**src/rtl/mips_regfile_mp_if.sv**
```systemverilog
// Bus bundle for mips_regfile_mp: read/write ports, link port, ALU B operand and status.
// The master side drives addresses, write data and control; the slave side returns data and status.
interface mips_regfile_mp_if #(
    parameter int DATA_W = 32,
    parameter int ADDR_W = 5,
    parameter int NUM_RD = 2,
    parameter int IMM_W  = 16
);
    logic [NUM_RD*ADDR_W-1:0] rd_addr;
    logic [NUM_RD*DATA_W-1:0] rd_data;
    logic                     we;
    logic [ADDR_W-1:0]        wa;
    logic [DATA_W-1:0]        wd;
    logic                     link_we;
    logic [DATA_W-1:0]        link_data;
    logic                     alu_src;
    logic [IMM_W-1:0]         imm;
    logic [DATA_W-1:0]        op_b;
    logic                     clr_req;
    logic                     ready;
    logic                     wr_drop;

    modport master (
        output rd_addr, we, wa, wd, link_we, link_data, alu_src, imm, clr_req,
        input  rd_data, op_b, ready, wr_drop
    );

    modport slave (
        input  rd_addr, we, wa, wd, link_we, link_data, alu_src, imm, clr_req,
        output rd_data, op_b, ready, wr_drop
    );
endinterface

```
**src/rtl/mips_regfile_mp.sv**
```systemverilog
// Multi-port MIPS register file with link port, hardwired r0, post-reset clear sweep and ALU B mux.
// Optional macro REGFILE_BYPASS_EN enables same-cycle write-to-read forwarding.
module mips_regfile_mp #(
    parameter int DATA_W   = 32,
    parameter int ADDR_W   = 5,
    parameter int NUM_RD   = 2,
    parameter int IMM_W    = 16,
    parameter int LINK_REG = 31
) (
    input logic              clk,
    input logic              rst,
    mips_regfile_mp_if.slave bus
);
    localparam int DEPTH = 2**ADDR_W;
    localparam logic [ADDR_W-1:0] LINK_ADDR = ADDR_W'(LINK_REG);
    localparam logic [ADDR_W-1:0] LAST_IDX  = ADDR_W'(DEPTH - 1);

    if (NUM_RD < 2 || NUM_RD > 4) begin : g_bad_num_rd
        $error("mips_regfile_mp: NUM_RD must be in 2..4");
    end
    if (LINK_REG >= DEPTH) begin : g_bad_link_reg
        $error("mips_regfile_mp: LINK_REG must be below DEPTH");
    end

    typedef enum logic {CLEAR, IDLE} state_t;

    state_t            state_q, state_d;
    logic [ADDR_W-1:0] idx_q, idx_d;
    logic              ready_q, ready_d;
    logic              wr_drop_q, wr_drop_d;

    // No reset on the array so it can map to plain RAM; the sweep zeroes it instead.
    logic [DATA_W-1:0] mem [DEPTH];

    logic gen_wr;
    logic link_wr;
    assign gen_wr  = (state_q == IDLE) && bus.we && (bus.wa != '0);
    assign link_wr = (state_q == IDLE) && bus.link_we && (LINK_ADDR != '0);

    always_comb begin
        state_d   = state_q;
        idx_d     = idx_q;
        ready_d   = ready_q;
        wr_drop_d = 1'b0;
        case (state_q)
            CLEAR: begin
                idx_d     = idx_q + ADDR_W'(1);
                wr_drop_d = (bus.we && (bus.wa != '0)) || bus.link_we;
                if (idx_q == LAST_IDX) begin
                    state_d = IDLE;
                    ready_d = 1'b1;
                end
            end
            IDLE: begin
                if (bus.clr_req) begin
                    state_d = CLEAR;
                    idx_d   = ADDR_W'(1);
                    ready_d = 1'b0;
                end
            end
            default: state_d = CLEAR;
        endcase
    end

    always_ff @(posedge clk) begin
        if (rst) begin
            state_q   <= CLEAR;
            idx_q     <= ADDR_W'(1);
            ready_q   <= 1'b0;
            wr_drop_q <= 1'b0;
        end else begin
            state_q   <= state_d;
            idx_q     <= idx_d;
            ready_q   <= ready_d;
            wr_drop_q <= wr_drop_d;
        end
    end

    // Link write comes second so it wins when both ports target LINK_REG.
    always_ff @(posedge clk) begin
        if (!rst) begin
            if (state_q == CLEAR) begin
                mem[idx_q] <= '0;
            end else begin
                if (gen_wr)  mem[bus.wa]   <= bus.wd;
                if (link_wr) mem[LINK_ADDR] <= bus.link_data;
            end
        end
    end

    logic [NUM_RD*DATA_W-1:0] rd_flat;

    for (genvar gi = 0; gi < NUM_RD; gi++) begin : g_rd
        logic [ADDR_W-1:0] addr;
        logic [DATA_W-1:0] val;
        assign addr = bus.rd_addr[gi*ADDR_W +: ADDR_W];
        always_comb begin
            val = mem[addr];
`ifdef REGFILE_BYPASS_EN
            if (link_wr && (addr == LINK_ADDR)) begin
                val = bus.link_data;
            end else if (gen_wr && (addr == bus.wa)) begin
                val = bus.wd;
            end
`endif
            if ((addr == '0) || (state_q == CLEAR)) begin
                val = '0;
            end
        end
        assign rd_flat[gi*DATA_W +: DATA_W] = val;
    end

    assign bus.rd_data = rd_flat;
    assign bus.op_b    = bus.alu_src ? {{(DATA_W-IMM_W){bus.imm[IMM_W-1]}}, bus.imm}
                                     : rd_flat[DATA_W +: DATA_W];
    assign bus.ready   = ready_q;
    assign bus.wr_drop = wr_drop_q;
endmodule

```
**src/flat_wrapper.sv**
```systemverilog
// flat-port wrapper written by rule: the top's interface ports become plain ports
module mips_regfile_mp_flat 
#(
    parameter int DATA_W   = 32,
    parameter int ADDR_W   = 5,
    parameter int NUM_RD   = 2,
    parameter int IMM_W    = 16,
    parameter int LINK_REG = 31
)
  (clk, rst, bus_rd_addr, bus_we, bus_wa, bus_wd, bus_link_we, bus_link_data, bus_alu_src, bus_imm, bus_clr_req, bus_rd_data, bus_op_b, bus_ready, bus_wr_drop);
  mips_regfile_mp_if #(.DATA_W(DATA_W), .ADDR_W(ADDR_W), .NUM_RD(NUM_RD), .IMM_W(IMM_W)) bus_i ();
  input logic clk;
  input logic rst;
  input wire logic [$bits(bus_i.rd_addr)-1:0] bus_rd_addr;
  input wire logic [$bits(bus_i.we)-1:0] bus_we;
  input wire logic [$bits(bus_i.wa)-1:0] bus_wa;
  input wire logic [$bits(bus_i.wd)-1:0] bus_wd;
  input wire logic [$bits(bus_i.link_we)-1:0] bus_link_we;
  input wire logic [$bits(bus_i.link_data)-1:0] bus_link_data;
  input wire logic [$bits(bus_i.alu_src)-1:0] bus_alu_src;
  input wire logic [$bits(bus_i.imm)-1:0] bus_imm;
  input wire logic [$bits(bus_i.clr_req)-1:0] bus_clr_req;
  output wire logic [$bits(bus_i.rd_data)-1:0] bus_rd_data;
  output wire logic [$bits(bus_i.op_b)-1:0] bus_op_b;
  output wire logic [$bits(bus_i.ready)-1:0] bus_ready;
  output wire logic [$bits(bus_i.wr_drop)-1:0] bus_wr_drop;
  assign bus_i.rd_addr = bus_rd_addr;
  assign bus_i.we = bus_we;
  assign bus_i.wa = bus_wa;
  assign bus_i.wd = bus_wd;
  assign bus_i.link_we = bus_link_we;
  assign bus_i.link_data = bus_link_data;
  assign bus_i.alu_src = bus_alu_src;
  assign bus_i.imm = bus_imm;
  assign bus_i.clr_req = bus_clr_req;
  assign bus_rd_data = bus_i.rd_data;
  assign bus_op_b = bus_i.op_b;
  assign bus_ready = bus_i.ready;
  assign bus_wr_drop = bus_i.wr_drop;
  mips_regfile_mp #(.DATA_W(DATA_W), .ADDR_W(ADDR_W), .NUM_RD(NUM_RD), .IMM_W(IMM_W), .LINK_REG(LINK_REG)) u_core (.clk(clk), .rst(rst), .bus(bus_i));
endmodule
```
**config.mk**
```make
export PLATFORM = sky130hd
export DESIGN_NAME = mips_regfile_mp_flat
export DESIGN_NICKNAME = d
export VERILOG_FILES = /design/src/rtl/mips_regfile_mp_if.sv /design/src/rtl/mips_regfile_mp.sv /design/src/flat_wrapper.sv
export SDC_FILE = /design/constraint.sdc
export NUM_CORES = 1
export LEC_CHECK = 0
export CORE_UTILIZATION = 42
export CTS_CLUSTER_DIAMETER = 150
export CTS_CLUSTER_SIZE = 24
export DETAILED_ROUTE_END_ITERATION = 10
export RECOVER_POWER = 25
export REMOVE_ABC_BUFFERS = 1
export SETUP_SLACK_MARGIN = 0.2
export SKIP_CTS_REPAIR_TIMING = 1
export SLEW_MARGIN = 10
export SYNTH_ARGS = -nofsm -noshare
export SYNTH_HDL_FRONTEND = slang
export SYNTH_SLANG_ARGS = --single-unit
```
**constraint.sdc**
```tcl
create_clock -name clk -period 4.5 [get_ports clk]
set_input_delay 0.675 -clock clk [delete_from_list [all_inputs] [get_ports clk]]
set_output_delay 0.675 -clock clk [all_outputs]
set_load 0.02 [all_outputs]
```
==> results.toml <==
[timing]
rsz0062_at_grt = "yes"
finalHoldViolations = 0
hold_ws_ps = 476.8
finalCriticalPeriod_ps = 4238
relSlewSlack_pct = 0.3196
fin_crit_sh_pct = 94.18
worst_pin_slew_ps = 1495
setup_tns_ps = 0
fmax_mhz = 235.9
finalMaxSlewViolations = 0
setup_viol = 0
skew_ps = 29.01

[grt]
grt_max_degree = 70
grt_overflow = 0
track_usage_pct = 26.63
grt_pass1_wl_mm = 230.5
grt_pass1_vias = 31920
antenna_found_initial = 3

[place]
io_buffers = 198
place_congestion = 0.8379
dp.cells = 5067
post-dp-hpwl_mm = 96.98

[layout]
final_util_pct = 48.36
nNetsFinal = 3635
stdcell_count = 5140
drive_gt1_share_pct = 18.84
fill_cells = 10140
area_growth_pct = 13.79
diodes = 0

[setup_path]
crit_arrival_ps = 3560
crit_required_ps = 3830
crit_path_start_kind = "input pin"
critPathCaptureType = "primary output"
reg2reg_slack_ps = 380
crit_type = "input pin to primary output"
worstPathMaxFanout = 16

[die]
die_w_microns = 348.3
die_y_microns = 348.3
die_area_sq_um = 121300
rows = 126
core_area_sq_um = 118600
ioPinCount = 199
start_util_pct = 42.50

[yosys]
synth_compound_gate_area_share_pct = 9.291
synth_top_flop_cell = "edfxtp_1"
synth-edff-count = 1024
synth-xor-area-share_pct = 0
synth_cells = 3288
synth-simple-area-share_pct = 4.142
ys.warnings.count = 0
ys_async_sr_fraction_pct = 0
synth.distinct_cells = 58
ys_seq_area_share_pct = 61.35
synthTopCellsByArea = "edfxtp_1 (61%), mux2i_1 (12%), mux4_2 (8.8%), a22oi_1 (2.4%), a21oi_1 (1.7%)"
synth.cell_area_sq_um = 50380
yosys.area.top_type_share_pct = 61.03
yosysTopAreaCell = "edfxtp_1"
synth_fa_ha_area_share_pct = 0.04967
muxShareOfSynthArea_pct = 22.12
avgSynthCellArea_sq_um = 15.32
synth_top_family_by_area = "multiplexers"
synth_seq_cells = 1032

[cts]
htreeDepth = 2
path_clk_slew_ps = 90
cts_buffer_depth = 3
cts_made_buffers = 48
clock-sinks = 1032
clk_latency_ps = 660
cts_tree = "built"
clock-root-buffer = "clkbuf_16"

[route]
dr_total_vias = 32680
avgViaCountPerCell = 6.357
wl_mm = 164.4
drc = 0
dr.pass1.iters = 5
drtIter0Drc = 4528
final_antenna_net_count = 0
wl_per_cell_microns = 31.98

[pwr]
switchingPower_mw = 3.983
switching_share_pct = 23.25
seqPwrFrac_pct = 61.5
leakage_nw = 18.21
power.total_mw = 17.13
ir_drop_mv = 0.2750
power_density_nw_per_um2 = 298.8
power_frac_comb_pct = 10.0
p_clk_share_pct = 28.4
internal_power_mw = 13.15

[run_status]
outcome = "finished with violations"
violations = "max-capacitance violations"

[worst_hold_path]
hp-class = "flop to flop"

[job]
cap_violations = 1
[final timing paths]
check,startpoint,to,cells after the start
hold reg to reg,u_core.bus.ready$_SDFFE_PP0P_,u_core.bus.ready$_SDFFE_PP0P_,2
hold / removal,u_core.bus.ready$_SDFFE_PP0P_,u_core.bus.ready$_SDFFE_PP0P_,2
setup / recovery,bus_rd_addr[8],bus_op_b[2],10
setup reg to reg,u_core.state_q$_SDFF_PP0_,u_core.mem[31][17]$_DFFE_PP_,6
[critical path, stage by stage]
cell             delay, ps
clkdlybuf4s50_1        450
buf_12                 180
and2_4                 220
buf_12                 150
buf_4                  220
a22oi_1                210
a21oi_1                 80
or4_1                  590
o21ai_1                150
clkdlybuf4s50_1        630
[registers in the layout (all words and copies together) (netlist names)]
register	flops
u_core.bus.ready	1
u_core.bus.wr_drop	1
u_core.idx_q	5
u_core.mem	1024
u_core.state_q	1
[power by group through the flow]
stage / Combinational (mW) / Clock, mW / Sequential (mW)
2_1_floorplan: 0.731 / 0 / 10.7
3_3_place_gp: 1.68 / 0 / 10.8
3_5_place_dp: 1.69 / 0 / 10.8
4_1_cts: 1.69 / 4.96 / 10.5
5_1_grt: 1.80 / 5.25 / 10.5
6_report: 1.72 / 4.87 / 10.5
[through the flow]
step                area (sq um)  worst slack [ps]
global placement           55920            -29.00
detailed placement         55920            -25.14
finish                     57330             261.7
global route               57330             121.6
floorplan                  48870            -142.7
CTS                        57180            -46.73
[cells by family (layout without fill, tap and decap cells)]
| kind of cell | count (synthesis) | count (layout) |
|---|---|---|
| mux | 860 | 860 |
| flops | 1032 | 1032 |
| simple gates | 443 | 444 |
| compound gates | 685 | 685 |
| fa+ha+maj | 2 | 2 |
| buf+inv | 266 | 517 |
[cell usage after synthesis, drive strengths merged, types with 15 or more instances]
library cell	instances
edfxtp	1024
mux2i	599
mux4	196
nor2	177
a22oi	172
a21oi	171
buf	152
o21ai	122
clkbuf	107
nand2	77
mux2	65
o221ai	63
nor3	56
nand3	52
a21o	34
and2	33
o21bai	26
o22ai	24
a221oi	17
or4	15
[layout by cell type (no fill, tap or decap), types with 34 or more instances in the layout]
cell | netlist | routed
edfxtp_1 | 1024 | 1024
mux2i_1 | 599 | 599
mux4_2 | 196 | 196
clkdlybuf4s50_1 | 0 | 175
a21oi_1 | 171 | 171
a22oi_1 | 164 | 164
buf_4 | 52 | 160
nor2_1 | 176 | 141
o21ai_0 | 86 | 86
buf_12 | 4 | 79
nand2_1 | 77 | 76
mux2_2 | 65 | 65
o221ai_1 | 63 | 63
nor3_1 | 56 | 56
nand3_1 | 52 | 52
clkbuf_16 | 0 | 48
nor2_4 | 0 | 35
a21o_1 | 34 | 34
[per-layer routing]
layer | vias up | part of all wire (%) | track usage (%)
met5 | - | 0 | 0
met4 | 0 | 3.1 | 7.894
met3 | 258 | 8.9 | 3.784
met2 | 1752 | 47 | 42.61
met1 | 16910 | 41 | 37.73
li1 | 13750 | - | -
[layout make-up]
cell class | instances | area, sq um | area share (%)
Clock inverter | 2 | 25.02 | 0.04365
Multi-Input combinational cell | 1991 | 18290 | 31.91
Timing Repair Buffer | 452 | 4841 | 8.444
Sequential cell | 1032 | 30910 | 53.92
Inverter | 7 | 27.53 | 0.04802
Tap cell | 1600 | 2002 | 3.492
Clock buffer | 56 | 1231 | 2.148
Note: power is estimated with default switching activity, not from simulation.
